### src/rtl/pc_fetch_if.sv
// Fetch-queue bundle: instruction-memory handshake, core-facing head entry and redirect.
// master = fetch queue, slave = the memory/core side driving it.
interface pc_fetch_if;
  logic        imem_req;
  logic [31:0] imem_addr;
  logic        imem_ack;
  logic [31:0] imem_rdata;
  logic        deq;
  logic        instr_vld;
  logic [31:0] instr;
  logic [31:0] instr_pc;
  logic        redirect;
  logic [31:0] redirect_pc;

  modport master (
    output imem_req, imem_addr, instr_vld, instr, instr_pc,
    input  imem_ack, imem_rdata, deq, redirect, redirect_pc
  );

  modport slave (
    input  imem_req, imem_addr, instr_vld, instr, instr_pc,
    output imem_ack, imem_rdata, deq, redirect, redirect_pc
  );
endinterface

### src/rtl/pc_fetch_queue.sv
// Instruction-fetch front end: owns the PC, fetches over req/ack and buffers {pc, word}
// in a DEPTH-entry FIFO. Optional FETCH_STATS_EN adds stall/fetch counters.
module pc_fetch_queue #(
  parameter int unsigned DEPTH    = 4,
  parameter logic [31:0] PC_RESET = 32'h0,
  parameter logic [31:0] PC_STEP  = 32'd4
) (
  input  logic        clk,
  input  logic        rst_n,
  pc_fetch_if.master  bus
`ifdef FETCH_STATS_EN
  ,
  output logic [31:0] stat_stall,
  output logic [31:0] stat_fetch
`endif
);
  localparam int unsigned AW = $clog2(DEPTH);
  localparam logic [AW:0] DEPTH_W = (AW+1)'(DEPTH);

  typedef enum logic {IDLE, REQ} state_t;

  state_t      state;
  logic        req;
  logic [31:0] pc;
  logic [31:0] addr;
  logic        discard;
  logic [AW:0] rd_ptr;
  logic [AW:0] wr_ptr;
  logic [AW:0] count;
  logic        vld;
  logic        push;
  logic        pop;
  logic [31:0] mem_instr [DEPTH];
  logic [31:0] mem_pc    [DEPTH];

  assign count = wr_ptr - rd_ptr;
  assign vld   = (count != '0);
  assign push  = (state == REQ) && bus.imem_ack && !discard && !bus.redirect;
  assign pop   = bus.deq && vld && !bus.redirect;

  assign bus.imem_req  = req;
  assign bus.imem_addr = addr;
  assign bus.instr_vld = vld;
  assign bus.instr     = vld ? mem_instr[rd_ptr[AW-1:0]] : '0;
  assign bus.instr_pc  = vld ? mem_pc[rd_ptr[AW-1:0]]    : '0;

  // A request is only issued while IDLE, so count alone covers the in-flight slot.
  always_ff @(posedge clk or negedge rst_n) begin
    if (!rst_n) begin
      state   <= IDLE;
      req     <= 1'b0;
      pc      <= PC_RESET;
      addr    <= PC_RESET;
      discard <= 1'b0;
    end else begin
      case (state)
        IDLE: begin
          if (bus.redirect) begin
            pc <= bus.redirect_pc;
          end else if (count < DEPTH_W) begin
            state <= REQ;
            req   <= 1'b1;
            addr  <= pc;
          end
        end
        REQ: begin
          if (bus.imem_ack) begin
            state   <= IDLE;
            req     <= 1'b0;
            discard <= 1'b0;
            if (bus.redirect) begin
              pc <= bus.redirect_pc;
            end else if (!discard) begin
              pc <= pc + PC_STEP;
            end
          end else if (bus.redirect) begin
            // Keep the outstanding request intact; its response is dropped on arrival.
            pc      <= bus.redirect_pc;
            discard <= 1'b1;
          end
        end
        default: begin
          state <= IDLE;
          req   <= 1'b0;
        end
      endcase
    end
  end

  always_ff @(posedge clk or negedge rst_n) begin
    if (!rst_n) begin
      rd_ptr <= '0;
      wr_ptr <= '0;
    end else if (bus.redirect) begin
      rd_ptr <= '0;
      wr_ptr <= '0;
    end else begin
      if (push) begin
        wr_ptr <= wr_ptr + 1'b1;
      end
      if (pop) begin
        rd_ptr <= rd_ptr + 1'b1;
      end
    end
  end

  always_ff @(posedge clk) begin
    if (push) begin
      mem_instr[wr_ptr[AW-1:0]] <= bus.imem_rdata;
      mem_pc[wr_ptr[AW-1:0]]    <= pc;
    end
  end

`ifdef FETCH_STATS_EN
  always_ff @(posedge clk or negedge rst_n) begin
    if (!rst_n) begin
      stat_stall <= '0;
      stat_fetch <= '0;
    end else begin
      if (!vld && !bus.redirect && (stat_stall != '1)) begin
        stat_stall <= stat_stall + 32'd1;
      end
      if (push && (stat_fetch != '1)) begin
        stat_fetch <= stat_fetch + 32'd1;
      end
    end
  end
`endif
endmodule

### src/flat_wrapper.sv
// flat-port wrapper written by rule: the top's interface ports become plain ports
module pc_fetch_queue_flat 
#(
  parameter int unsigned DEPTH    = 4,
  parameter logic [31:0] PC_RESET = 32'h0,
  parameter logic [31:0] PC_STEP  = 32'd4
)
  (clk, rst_n, bus_imem_req, bus_imem_addr, bus_instr_vld, bus_instr, bus_instr_pc, bus_imem_ack, bus_imem_rdata, bus_deq, bus_redirect, bus_redirect_pc);
  pc_fetch_if bus_i ();
  input  logic clk;
  input  logic rst_n;
  output wire logic [$bits(bus_i.imem_req)-1:0] bus_imem_req;
  output wire logic [$bits(bus_i.imem_addr)-1:0] bus_imem_addr;
  output wire logic [$bits(bus_i.instr_vld)-1:0] bus_instr_vld;
  output wire logic [$bits(bus_i.instr)-1:0] bus_instr;
  output wire logic [$bits(bus_i.instr_pc)-1:0] bus_instr_pc;
  input wire logic [$bits(bus_i.imem_ack)-1:0] bus_imem_ack;
  input wire logic [$bits(bus_i.imem_rdata)-1:0] bus_imem_rdata;
  input wire logic [$bits(bus_i.deq)-1:0] bus_deq;
  input wire logic [$bits(bus_i.redirect)-1:0] bus_redirect;
  input wire logic [$bits(bus_i.redirect_pc)-1:0] bus_redirect_pc;
  assign bus_imem_req = bus_i.imem_req;
  assign bus_imem_addr = bus_i.imem_addr;
  assign bus_instr_vld = bus_i.instr_vld;
  assign bus_instr = bus_i.instr;
  assign bus_instr_pc = bus_i.instr_pc;
  assign bus_i.imem_ack = bus_imem_ack;
  assign bus_i.imem_rdata = bus_imem_rdata;
  assign bus_i.deq = bus_deq;
  assign bus_i.redirect = bus_redirect;
  assign bus_i.redirect_pc = bus_redirect_pc;
  pc_fetch_queue #(.DEPTH(DEPTH), .PC_RESET(PC_RESET), .PC_STEP(PC_STEP)) u_core (.clk(clk), .rst_n(rst_n), .bus(bus_i));
endmodule
### config.mk
export PLATFORM = sky130hd
export DESIGN_NAME = pc_fetch_queue_flat
export DESIGN_NICKNAME = d
export VERILOG_FILES = /design/src/rtl/pc_fetch_if.sv /design/src/rtl/pc_fetch_queue.sv /design/src/flat_wrapper.sv
export SDC_FILE = /design/constraint.sdc
export NUM_CORES = 1
export LEC_CHECK = 0
export ABC_AREA = 1
export BUFFER_PORTS_ARGS = -buffer_cell sky130_fd_sc_hd__buf_4
export CAP_MARGIN = 0
export CELL_PAD_IN_SITES_DETAIL_PLACEMENT = 1
export CELL_PAD_IN_SITES_GLOBAL_PLACEMENT = 1
export CORE_ASPECT_RATIO = 0.75
export CORE_MARGIN = 5
export CORE_UTILIZATION = 26
export DETAILED_ROUTE_END_ITERATION = 16
export PLACE_DENSITY_LB_ADDON = 0.1
export SYNTH_ARGS = -nofsm -noshare
export SYNTH_HDL_FRONTEND = slang
export SYNTH_SLANG_ARGS = --single-unit
### constraint.sdc
create_clock -name clk -period 4.8 [get_ports clk]
set_input_delay 0.24 -clock clk [delete_from_list [all_inputs] [get_ports clk]]
set_output_delay 0.24 -clock clk [all_outputs]
set_load 0.02 [all_outputs]
# Yosys cells after proc, flatten, opt, wreduce, memory -nomap -nowiden
# Memory sizes are Yosys's and may differ from the RTL's.
# Cells that the tools add are included.
# W data, S select, Z words.
# totals
rom_bits	0
mem_count	2
latch_bits	0
in_bits	69
register_bits	73
wordCells	57
ramBits	256
# memory_table
memory	depth	width	rd	rd_clocked_by_memory_dff	wr	line	source
u_core.mem_instr	4	32	1	0	1	pc_fetch_queue.sv:33	logic [31:0] mem_instr [DEPTH];
u_core.mem_pc	4	32	1	0	1	pc_fetch_queue.sv:34	logic [31:0] mem_pc [DEPTH];
# classes
n_bitwise	2
n_addsub	4
n_mul	0
n_lt_le_gt_ge	1
mux	23
n_reduce_logical	14
eq_ne	4
n_shift	0
div_mod_pow	0
# op_table
operator	n
$mux W32	6
$pmux W32 S2	1
$add A32 B3 Y32 const B	1
$mux W3	4
$mux W1	10
$add A3 B1 Y3 const B	2
$reduce_and A3 Y1	2
$reduce_bool A2 Y1	3
$logic_and A1 B1 Y1	5
$ne A2 B2 Y1 const B	2
$ne A4 B4 Y1 const B	1
$pmux W1 S2	2
$lt A3 B3 Y1 const B	1
$reduce_bool A3 Y1	1
$sub A3 B3 Y3	1
$logic_not A1 Y1	2
$ne A2 B1 Y1 const B	1
$not A1 Y1	2
$reduce_and A2 Y1	1

# Logic depth before layout (Yosys ltp)
# depth
ltp_word	6
depth_mapped	12
ltp_nobuf	11

# Worst setup path before layout
# No wires, ideal clock.
# synth_path
path_type	register -> register
from	reg u_core.state
to	mem u_core.mem_instr[0][0] (enable)
path_stages_with_launch	6
synth_period_minus_slack_ns	4.148
t_arrival_ns	3.662
required_time_ns	4.314
slack_ns	0.652
cell_sequence	dfrtp_1 -> nand2_2 -> nor2_4 -> buf_2 -> nand2_1 -> nor2_1
# synth_via
elab_chain_len	5
# synth_rtl
element	line	source
start, declared	pc_fetch_queue.sv:22	state_t state;
start signal, assigned	pc_fetch_queue.sv:50	state <= IDLE;
start signal, assigned	pc_fetch_queue.sv:61	state <= REQ;
start signal, assigned	pc_fetch_queue.sv:68	state <= IDLE;
$logic_and A1 B1 Y1 (3 in series)	pc_fetch_queue.sv:38	assign push = (state == REQ) && bus.imem_ack && !discard && !bus.redirect;
$mux W1	pc_fetch_queue.sv:108	if (push) begin
$mux W1 (implied by the code)	pc_fetch_queue.sv:109	mem_instr[wr_ptr[AW-1:0]] <= bus.imem_rdata;
end, declared	pc_fetch_queue.sv:33	
# No other way between the ends.

# Worst setup path in the final report
# layout_path
from	reg u_core.rd_ptr[0]
to	out bus_instr[13]
# layout_via
elab_chain_len	3
elab_cells_between_ends	4
cone_classes	add/sub: 1; mux: 1; reduce/logical: 1; memory: 1
# layout_rtl
element	line	source
start, declared	pc_fetch_queue.sv:27	logic [AW:0] rd_ptr;
start signal, assigned	pc_fetch_queue.sv:102	rd_ptr <= rd_ptr + 1'b1;
$sub A3 B3 Y3	pc_fetch_queue.sv:36	assign count = wr_ptr - rd_ptr;
$reduce_bool A3 Y1	pc_fetch_queue.sv:37	assign vld = (count != '0);
$mux W32 (*)	pc_fetch_queue.sv:44	assign bus.instr = vld ? mem_instr[rd_ptr[AW-1:0]] : '0;
end, declared	flat_wrapper.sv:15	output wire logic [$bits(bus_i.instr)-1:0] bus_instr;
# Every way passes the cells marked *; elsewhere a longest branch is shown, timed or not.

==> metrics <==
fmax 0.278 GHz; ANT cells 0; Power Dens Cells a little under 600 nW/µm²; CTS tree built; drt first pass iters 4; TNS Setup 0 ns; initial core utilization 0.263; final setup fails 0; critical path's top delay family simple AND/OR/NAND/NOR gates; sequential fraction of the synthesis area 0.680; Critical Path AT 3.36 ns; final setup skew about 0.014 ns; Max clock buf depth 3; Worst-Skew Late Latency around 0.54 ns; yosys warns 0; # IOs 167; largest net degree at the start of global routing 85; CP required roughly 4.6 ns; Inst Count DP 2151; GR Overflow Total 0; Hold Path Sink u_core.pc[8]$_DFFE_PN0P_; fin. max-slew vios 0; area of the multi-input gates 3730 µm²; antenna viol nets, final 0; FF+latch count, synth 329; critical path endpoint category primary output; measured slew at the worst slew-check pin approximately 0.95 ns; Critical Path Fanout Max 69; mapped cell area approximately 14000 µm²; routed vias/inst 4.49; slowest library cell on the worst path dfrtp_4; Syn Inst Count 1330; area grow syn2layout 25.5%; number of global-route vias before repair approximately 11k; final hold violations 0; hold depth 3; status completed; critical path launch point type register; Tcrit/Tclk final 0.750; # H-tree levels 2; Post CTS Setup Buffer Count 0; WP buf/inv 2; 1st-iter DRT viols 493; Chip Width 278 µm; fraction of layout cells with a size suffix above 1 0.159; Worst Hold Class input port to register; clock root buffer clkbuf_16; WL final 43.3 mm; nets roughly 1.6k; initial antenna violation count 1; worst r2r path cells 7; Hold Buf Count CTS 37; R2R Setup Slk 1.74 ns; minimum clock period 3.60 ns; Max-Cap Viols 0; dpl hpwl 26.4 mm; DRC viols 0; GP Congestion slightly above 0.7; filler instances ~6.0k; register area between 9000 and 10000 µm²; clk sinks 329; worst r2r dst u_core.bus.imem_addr[23]$_DFFE_PN0P_; Avg Inst Size Synth 10.5 µm²; row cnt 73; crit-path cells ha_1, o21bai_1, xnor2_1, nand3_4, nand2_1, inv_1, buf_4; Num CTS Buffers 37; slew margin rel. 0.364; Finished Layout Cells 2255; routed length per instance 19.2 µm; core area between 50000 and 60000 µm²; RSZ-0062 raised after global routing no; GRT Util Overall 0.145; Worst-path clk slew 0.06 ns; Syn Nets 1407; worst r2r src u_core.rd_ptr[0]$_DFFE_PN0P_; cts repair resizes 0; Vias 10.1k; first-pass GRT wire length 66.7 mm; total leakage power 0.00716 µW; library cells used by synthesis 34; HP Start bus_redirect_pc[8]; CP Class register to primary output; I/O Buffers 166; most frequent cells in the layout edfxtp_1, nand2_1, buf_4; Peak VDD IR 0.257 mV; die area about 59000 µm²; Die Span Y 211 µm; crit-path max cell delay 0.78 ns; commonest non-fill, non-tap cell in the layout edfxtp_1
==> cell usage after synthesis (all sizes together) <==
cell type | count | share of area
edfxtp | 256 | 0.55
nand2 | 248 | 0.067
o21ai | 209 | 0.075
nor2 | 184 | 0.051
inv | 132 | 0.035
dfrtp | 73 | 0.13
o22ai | 65 | 0.029
clkbuf | 44 | 0.012
nand3 | 36 | 0.013
buf | 27 | 0.0097
nand4 | 17 | 0.0076
a21oi | 14 | 0.0050
ha | 8 | 0.0072
nor3 | 2 | 0.00072
nor3b | 2 | 0.0011
xnor2 | 2 | 0.0013
a211oi | 1 | 0.00054
a22oi | 1 | 0.00054
a32o | 1 | 0.00072
clkinv | 1 | 0.00027
o2111ai | 1 | 0.00063
o211ai | 1 | 0.00054
o21a | 1 | 0.00054
o21bai | 1 | 0.00054
o221ai | 1 | 0.00063
or2 | 1 | 0.00045
xor2 | 1 | 0.00063
==> power breakdown <==
part,switching (µW),internal [µW],leakage (µW),total (µW)
registers,377,3430,0.00320,3810
logic,2540,1340,0.00340,3870
clock network,1140,1600,0.000554,2750
total,4060,6370,0.00716,10400
==> logic make-up (layout without fill, tap and decap cells) <==
kind of cell               after synthesis  count (layout)  share of synthesized area
AOI/OAI and AO/OA                      296             296                      0.113
buffers and inverters                  204             417                     0.0572
DFF                                    329             329                      0.680
adders and majority gates                8               8                    0.00715
and+or+nand+nor                        490             490                      0.141
xor gates and xnor gates                 3               3                    0.00188
==> final cells by class <==
| type | count | share of cell area |
|---|---|---|
| clock buffers | 51 | 0.0563 |
| flip-flops and latches | 329 | 0.542 |
| clock inverters | 16 | 0.00869 |
| repair buffers | 217 | 0.102 |
| multi-input cells | 797 | 0.212 |
| inverters | 133 | 0.0286 |
| well taps | 712 | 0.0507 |
==> sequential cells by signal, indices dropped and copies added (netlist names) <==
register              count
u_core.mem_pc           128
u_core.rd_ptr             3
u_core.bus.imem_addr     32
u_core.bus.imem_req       1
u_core.wr_ptr             3
u_core.discard            1
u_core.pc                32
u_core.mem_instr        128
u_core.state              1
==> worst max-delay path by stage <==
stage	start	endpoint	slack, ns	cells past startpoint
after floorplan	u_core.state$_DFF_PN0_	u_core.mem_instr[0][0]$_DFFE_PP_	0.65	5
after global placement	u_core.rd_ptr[0]$_DFFE_PN0P_	bus_instr[13]	1.71	7
after detailed placement	u_core.rd_ptr[0]$_DFFE_PN0P_	u_core.bus.imem_addr[22]$_DFFE_PN0P_	1.67	7
after CTS	u_core.rd_ptr[0]$_DFFE_PN0P_	bus_instr[13]	1.07	7
after global routing	u_core.rd_ptr[0]$_DFFE_PN0P_	bus_instr[13]	0.81	7
final	u_core.rd_ptr[0]$_DFFE_PN0P_	bus_instr[13]	1.20	7
==> worst reg2reg max path, delay by kind of cell, from the launching register on <==
| family | cells | cell delay [ns] |
|---|---|---|
| AO/OA/AOI/OAI | 2 | 0.16 |
| XOR/XNOR | 1 | 0.36 |
| adder cells (fa/ha/maj) | 1 | 0.26 |
| buffers and inverters | 1 | 0.55 |
| flip-flops | 1 | 0.78 |
| AND/OR/NAND/NOR | 2 | 0.82 |
==> per-stage QoR <==
stage               area, µm²  setup WS, ns  hold WS [ns]  utilization  total power, µW
detailed placement      16100          1.67         0.281        0.302             7850
global route            17600         0.809        0.0375        0.330            11200
CTS                     17600          1.07       0.00586        0.330            10700
finish                  17600          1.20        0.0375        0.330            10400
floorplan               14000         0.652       -0.0556            -             6030
global placement        16100          1.71         0.281        0.302             7820
==> layer usage <==
| layer | routed length, µm | GRT usage | vias up |
|---|---|---|---|
| met1 | 22100 | 0.219 | 4992 |
| met4 | 584 | 0.0280 | 2 |
| met3 | 1860 | 0.0255 | 41 |
| met5 | 12 | 0 | - |
| li1 | - | - | 4932 |
| met2 | 18700 | 0.220 | 161 |
Power figures use the tool's default switching activity.
